[src/rtl/iir_pkg.sv]
// Shared definitions for the IIR coefficient loader: FSM state encoding,
// default bank depth and counter width helpers.
package iir_pkg;

    localparam int DEF_NUM_COEFFICIENTS = 13;

    typedef enum logic [1:0] {
        S_IDLE  = 2'd0,
        S_ISSUE = 2'd1,
        S_GAP   = 2'd2
    } loader_state_e;

    // A single-entry bank still needs a 1-bit index to stay a legal vector.
    function automatic int idx_width(input int num_coeffs);
        return (num_coeffs > 1) ? $clog2(num_coeffs) : 1;
    endfunction

    function automatic int tmr_width(input int timeout_cycles);
        return $clog2(timeout_cycles + 1);
    endfunction

endpackage

[src/rtl/coeff_shadow_bank.sv]
// Shadow coefficient registers behind a Wishbone write slave; writes are
// stalled (ack withheld) while the loader streams the bank out.
module coeff_shadow_bank
    import iir_pkg::*;
#(
    parameter int P_NUM_COEFFICIENTS = DEF_NUM_COEFFICIENTS,
    parameter int P_ADDR_MSB         = 3,
    parameter int P_DATA_MSB         = 15,
    localparam int IDX_W             = idx_width(P_NUM_COEFFICIENTS)
) (
    input  logic              i_clk,
    input  logic              i_reset_sync,
    input  logic              stall,
    input  logic              wr_stb,
    input  logic [P_ADDR_MSB:0] wr_addr,
    input  logic [P_DATA_MSB:0] wr_data,
    output logic              wr_ack,
    input  logic [IDX_W-1:0]  rd_idx,
    output logic [P_DATA_MSB:0] rd_data
);

    localparam int AW = P_ADDR_MSB + 1;

    logic [P_DATA_MSB:0] bank [P_NUM_COEFFICIENTS];
    logic                wr_take;

    // Out-of-range addresses match no entry, so they are acked and dropped.
    assign wr_take = wr_stb && !wr_ack && !stall;

    always_ff @(posedge i_clk) begin
        if (i_reset_sync) begin
            wr_ack <= 1'b0;
            for (int i = 0; i < P_NUM_COEFFICIENTS; i++) begin
                bank[i] <= '0;
            end
        end else begin
            wr_ack <= wr_take;
            for (int i = 0; i < P_NUM_COEFFICIENTS; i++) begin
                if (wr_take && (wr_addr == AW'(i))) begin
                    bank[i] <= wr_data;
                end
            end
        end
    end

    always_comb begin
        rd_data = '0;
        for (int i = 0; i < P_NUM_COEFFICIENTS; i++) begin
            if (rd_idx == IDX_W'(i)) begin
                rd_data = bank[i];
            end
        end
    end

endmodule

[src/rtl/iir_coeff_loader.sv]
// Wishbone write master that streams the shadow coefficient bank into the
// IIR filter, one beat per word with a one-cycle gap between beats.
//
// state   | meaning
// S_IDLE  | waiting for start; shadow bank accepts cfg writes
// S_ISSUE | stb high for the current index until ack or timeout
// S_GAP   | stb low for one cycle, index advances
module iir_coeff_loader
    import iir_pkg::*;
#(
    parameter int P_NUM_COEFFICIENTS = DEF_NUM_COEFFICIENTS,
    parameter int P_ADDR_MSB         = 3,
    parameter int P_DATA_MSB         = 15,
    parameter int P_TIMEOUT_CYCLES   = 15
) (
    input  logic                i_clk,
    input  logic                i_reset_sync,
    input  logic                i_cfg_write_stb,
    input  logic [P_ADDR_MSB:0] i_cfg_write_addr,
    input  logic [P_DATA_MSB:0] i_cfg_write_data,
    output logic                o_cfg_write_ack,
    input  logic                i_start,
    output logic                o_busy,
    output logic                o_done,
    output logic                o_error,
    output logic                o_master_write_stb,
    output logic [P_ADDR_MSB:0] o_master_write_addr,
    output logic [P_DATA_MSB:0] o_master_write_data,
    input  logic                i_master_write_ack
);

    localparam int AW    = P_ADDR_MSB + 1;
    localparam int IDX_W = idx_width(P_NUM_COEFFICIENTS);
    localparam int TMR_W = tmr_width(P_TIMEOUT_CYCLES);
    localparam logic [IDX_W-1:0] LAST_IDX = IDX_W'(P_NUM_COEFFICIENTS - 1);
    localparam logic [TMR_W-1:0] TMO_LAST = TMR_W'(P_TIMEOUT_CYCLES - 1);

    loader_state_e       state, state_nxt;
    logic [IDX_W-1:0]    index, index_nxt;
    logic [TMR_W-1:0]    timer, timer_nxt;
    logic                done_nxt, error_nxt;
    logic                loading;
    logic [P_DATA_MSB:0] rd_data;

    assign loading = (state != S_IDLE);

    coeff_shadow_bank #(
        .P_NUM_COEFFICIENTS (P_NUM_COEFFICIENTS),
        .P_ADDR_MSB         (P_ADDR_MSB),
        .P_DATA_MSB         (P_DATA_MSB)
    ) u_bank (
        .i_clk        (i_clk),
        .i_reset_sync (i_reset_sync),
        .stall        (loading),
        .wr_stb       (i_cfg_write_stb),
        .wr_addr      (i_cfg_write_addr),
        .wr_data      (i_cfg_write_data),
        .wr_ack       (o_cfg_write_ack),
        .rd_idx       (index),
        .rd_data      (rd_data)
    );

    always_ff @(posedge i_clk) begin
        if (i_reset_sync) begin
            state   <= S_IDLE;
            index   <= '0;
            timer   <= '0;
            o_done  <= 1'b0;
            o_error <= 1'b0;
        end else begin
            state   <= state_nxt;
            index   <= index_nxt;
            timer   <= timer_nxt;
            o_done  <= done_nxt;
            o_error <= error_nxt;
        end
    end

    always_comb begin
        state_nxt = state;
        index_nxt = index;
        timer_nxt = timer;
        done_nxt  = 1'b0;
        error_nxt = o_error;
        case (state)
            S_IDLE: begin
                if (i_start) begin
                    state_nxt = S_ISSUE;
                    index_nxt = '0;
                    timer_nxt = '0;
                    error_nxt = 1'b0;
                end
            end
            S_ISSUE: begin
                // An ack on the last allowed cycle still counts as success.
                if (i_master_write_ack) begin
                    timer_nxt = '0;
                    if (index == LAST_IDX) begin
                        state_nxt = S_IDLE;
                        done_nxt  = 1'b1;
                    end else begin
                        state_nxt = S_GAP;
                    end
                end else if (timer == TMO_LAST) begin
                    state_nxt = S_IDLE;
                    timer_nxt = '0;
                    error_nxt = 1'b1;
                end else begin
                    timer_nxt = timer + 1'b1;
                end
            end
            S_GAP: begin
                index_nxt = index + 1'b1;
                state_nxt = S_ISSUE;
            end
            default: state_nxt = S_IDLE;
        endcase
    end

    assign o_busy              = loading;
    assign o_master_write_stb  = (state == S_ISSUE);
    assign o_master_write_addr = AW'(index);
    assign o_master_write_data = rd_data;

endmodule
[config.mk]
export PLATFORM = sky130hd
export DESIGN_NAME = iir_coeff_loader
export DESIGN_NICKNAME = d
export VERILOG_FILES = /design/src/rtl/iir_pkg.sv /design/src/rtl/coeff_shadow_bank.sv /design/src/rtl/iir_coeff_loader.sv
export SDC_FILE = /design/constraint.sdc
export NUM_CORES = 1
export LEC_CHECK = 0
export CAP_MARGIN = 20
export CORE_ASPECT_RATIO = 0.6
export CORE_MARGIN = 1.5
export CORE_UTILIZATION = 45
export DETAILED_ROUTE_END_ITERATION = 7
export PLACE_DENSITY = 0.73
export SLEW_MARGIN = 15
export SYNTH_ARGS = -nofsm -noshare
export SYNTH_HDL_FRONTEND = slang
export SYNTH_HIERARCHICAL = 1
export SYNTH_SLANG_ARGS = --single-unit
[constraint.sdc]
create_clock -name i_clk -period 2.19 [get_ports i_clk]
set_input_delay 0.438 -clock i_clk [delete_from_list [all_inputs] [get_ports i_clk]]
set_output_delay 0.438 -clock i_clk [all_outputs]
set_load 0.02 [all_outputs]
==> flow_summary.ini <==
[status]
status = finished, violations left
failed_checks = negative setup slack

[logic_synthesis]
synth-seq-area-share = 0.632
synth_top_area_share = 0.607
synthAdderAreaFrac = 0.00486
syn-mean-instance-area_um2 = 11.9
synth_top_flop_cell = edfxtp_1
post_synth_and_or_nand_nor_area_fraction = 0.157
flop_and_latch_count_out_of_synthesis = 221
syn-instance-count = 863
combinational_family_with_the_most_area_after_synthesis = simple AND/OR/NAND/NOR gates
synth-warning-count = 6
synth_compound_gate_area_share = 0.101
edff_count_synth = 208
synth_top_area_cell = edfxtp_1
syn_nets = 892
synth.top_cells.by_area = edfxtp_1, nor2_1, dfxtp_1
synth-xor-area-share = 0
synth.lib_cells_used.distinct = 69
mapped_area_mm2 = 0.0103
synth.area.mux_share = 0.0507
async_flop_share = 0

[global_route]
grt_start_max_net_pins = 42
grt_first_pass_wirelength_um = 42100
globalRouteOverflowTotal = 0
number_of_global_route_vias_before_repair = 7273
globalRouteTotalUtil = 0.235
antenna_found_initial = 0

[clock_tree]
cts-root-buf = clkbuf_16
clock_sink_count = 221
numCtsBuffers = 21
clkLatencyLatePin_ns = 0.50
cts.path.max_buffers = 3
path_clk_slew_ns = 0.06
tritoncts = done
post_cts_hold_buffer_count = 0
htreeDepth = 1

[pwr]
post-layout-total-power_mw = 8.93
vdd.ir_drop.worst_mv = 0.426
power.leakage_nw = 4.74
power-per-cell-area_mw_per_mm2 = 691

[worst_setup_path]
endpoint_kind = output pin
timing.reg2reg.setup_slack_ns = 0.15
cp_top_family = multiplexers
cp_slowest_cell = mux4_2
rr_worst_depth = 8
timing.critical_path.fanout_max = 7
timing.critical_path.mode_cell = buf_6
cp_cell_sequence = buf_6 > buf_6 > mux4_2 > nor2_1 > a211o_1 > a31oi_1 > buf_4
instance_count_on_the_critical_path = 7
crit_arrival_ns = 2.17
worst_setup_path_start_kind = flop
timing.critical_path.slowest_cell_delay_ns = 0.51
cp_num_buf_inv = 3
timing.critical_path.required_ns = 1.75
path_class = flop to output pin

[layout]
most_common_cell_after_layout_fill_and_taps_aside = edfxtp_1
final_layout_size_suffix_gt1_frac = 0.254
antenna_cells = 0
most_used_cells_in_the_layout_excluding_fill_and_tap_cells = edfxtp_1, nor2_1, buf_4, nand2b_1, inv_1
finalNonFillerCells = 1314
area.growth.synth_to_final_pct = 25.7
finish.net_count = 1022

[die]
std_cell_rows = 42
core_area_mm2 = 0.0222
floorplan.io_pins = 50
floorplan.die_area_mm2 = 0.0238
starting_density_of_the_core = 0.463
fp.dieW_um = 198
die_height_um = 120

[sta]
slew_viol_final = 0
timing.final.ws_setup_ns = -0.417
timing_hold_violations_final = 0
max_slew.worst_pin.slew_ns = 0.448
setup_violations = 16
grt_setup_unrepaired = yes
max_freq_ghz = 0.384
time_the_final_worst_path_needs_with_i_o_delays_and_setup_ns = 2.61
clock_skew_after_layout_ns = 0.00667
timing.max_slew.rel_slack = 0.701
post-route-period-util = 1.19

[route]
detailedRoute.firstIterationViolations = 913
drc = 0
wl_per_cell_um = 21.4
post_drt_via_cell_ratio = 5.76
first_pass_detailed_route_iteration_total = 5
antenna_left = 0
drt_wl_total_um = 28100
num_vias = 7568

[min_path]
worstHoldPathCells = 1
worstHoldPathType = flop to flop

[placement]
dpl.hpwl_um = 17700
buffer_ports.inserted = 49
dpl.cell_count = 1250
gpl.final_weighted_congestion = 0.938

[flow_run]
cap_violations = 0
-- registers in the layout, indices dropped and copies added (netlist names) --
name,count
u_bank/wr_ack,1
timer,4
o_done,1
o_master_write_addr,4
state,2
u_bank/bank,208
o_error,1
-- cell families after synthesis --
group	after synthesis
buffers and inverters	103
AOI/OAI and AO/OA	150
adders and majority gates	4
DFF	221
and+or+nand+nor	344
muxes	41
-- Yosys cell counts (3+ instances only) --
cell type    n
edfxtp_1   208
nor2_1     194
nand2b_1    34
clkbuf_1    32
inv_1       32
nand2_1     30
nor3_1      27
a21oi_1     26
mux2i_1     24
o21ai_0     23
nor2b_1     18
a31oi_1     15
buf_2       15
a211oi_1    14
o22ai_1     14
dfxtp_1     13
o2111ai_1   10
buf_6        9
mux2_2       9
nand3_1      9
buf_4        8
nand2_2      6
a211o_1      4
ha_1         4
mux4_2       4
o211ai_1     4
o22a_1       4
a2111oi_2    3
a21o_1       3
a22oi_1      3
a2bb2oi_1    3
a32oi_1      3
buf_12       3
mux4_1       3
nor3b_1      3
o21ai_1      3
o221ai_1     3
-- per-stage QoR --
stage	worst slack, ns	instance area [µm²]	utilization	setup TNS, ns	hold WS (ns)
floorplan	0.0128	10400	-	0	0.466
global placement	-0.391	11800	0.531	-5.07	0.467
detailed placement	-0.429	11800	0.531	-6.07	0.466
CTS	-0.432	12800	0.574	-6.10	0.481
global route	-0.494	12900	0.582	-7.03	0.499
finish	-0.417	12900	0.582	-5.96	0.483
-- layout make-up --
class,instances,area [µm²]
fill,1770,9300
sequential,221,6520
multi-input combinational,539,3490
timing repair buffer,176,1800
clock buffer,31,583
tap,308,385
inverter,34,131
clock inverter,5,22.5
-- power by group --
part           switching [mW]  internal, mW
Sequential             0.0647          4.80
Clock                    1.49          1.84
Combinational           0.428         0.314
Total                    1.98          6.95
-- layer usage --
layer | GRT usage | share of wire | vias to the layer above
met5 | 0 | 0 | -
met4 | 0.0472 | 0.020 | 0
met3 | 0.0441 | 0.11 | 64
met2 | 0.358 | 0.44 | 439
met1 | 0.351 | 0.43 | 3673
li1 | - | - | 3392
-- path summary, 6_finish.rpt --
check                                             from                     end
worst min register to register           u_bank/wr_ack           u_bank/wr_ack
worst max-delay path            o_master_write_addr[0]  o_master_write_data[9]
worst max register to register                state[1]       u_bank/bank[1][0]
worst min-delay path                     u_bank/wr_ack           u_bank/wr_ack
-- what timing repair did --
action                                  CTS  global route
endpoints found under the setup margin   21            17
gates cloned                              3             1
buffers inserted                         15            11
resized for setup                       140            26
pin swaps                                17            17
No activity file was read; power rests on OpenSTA's default activity.
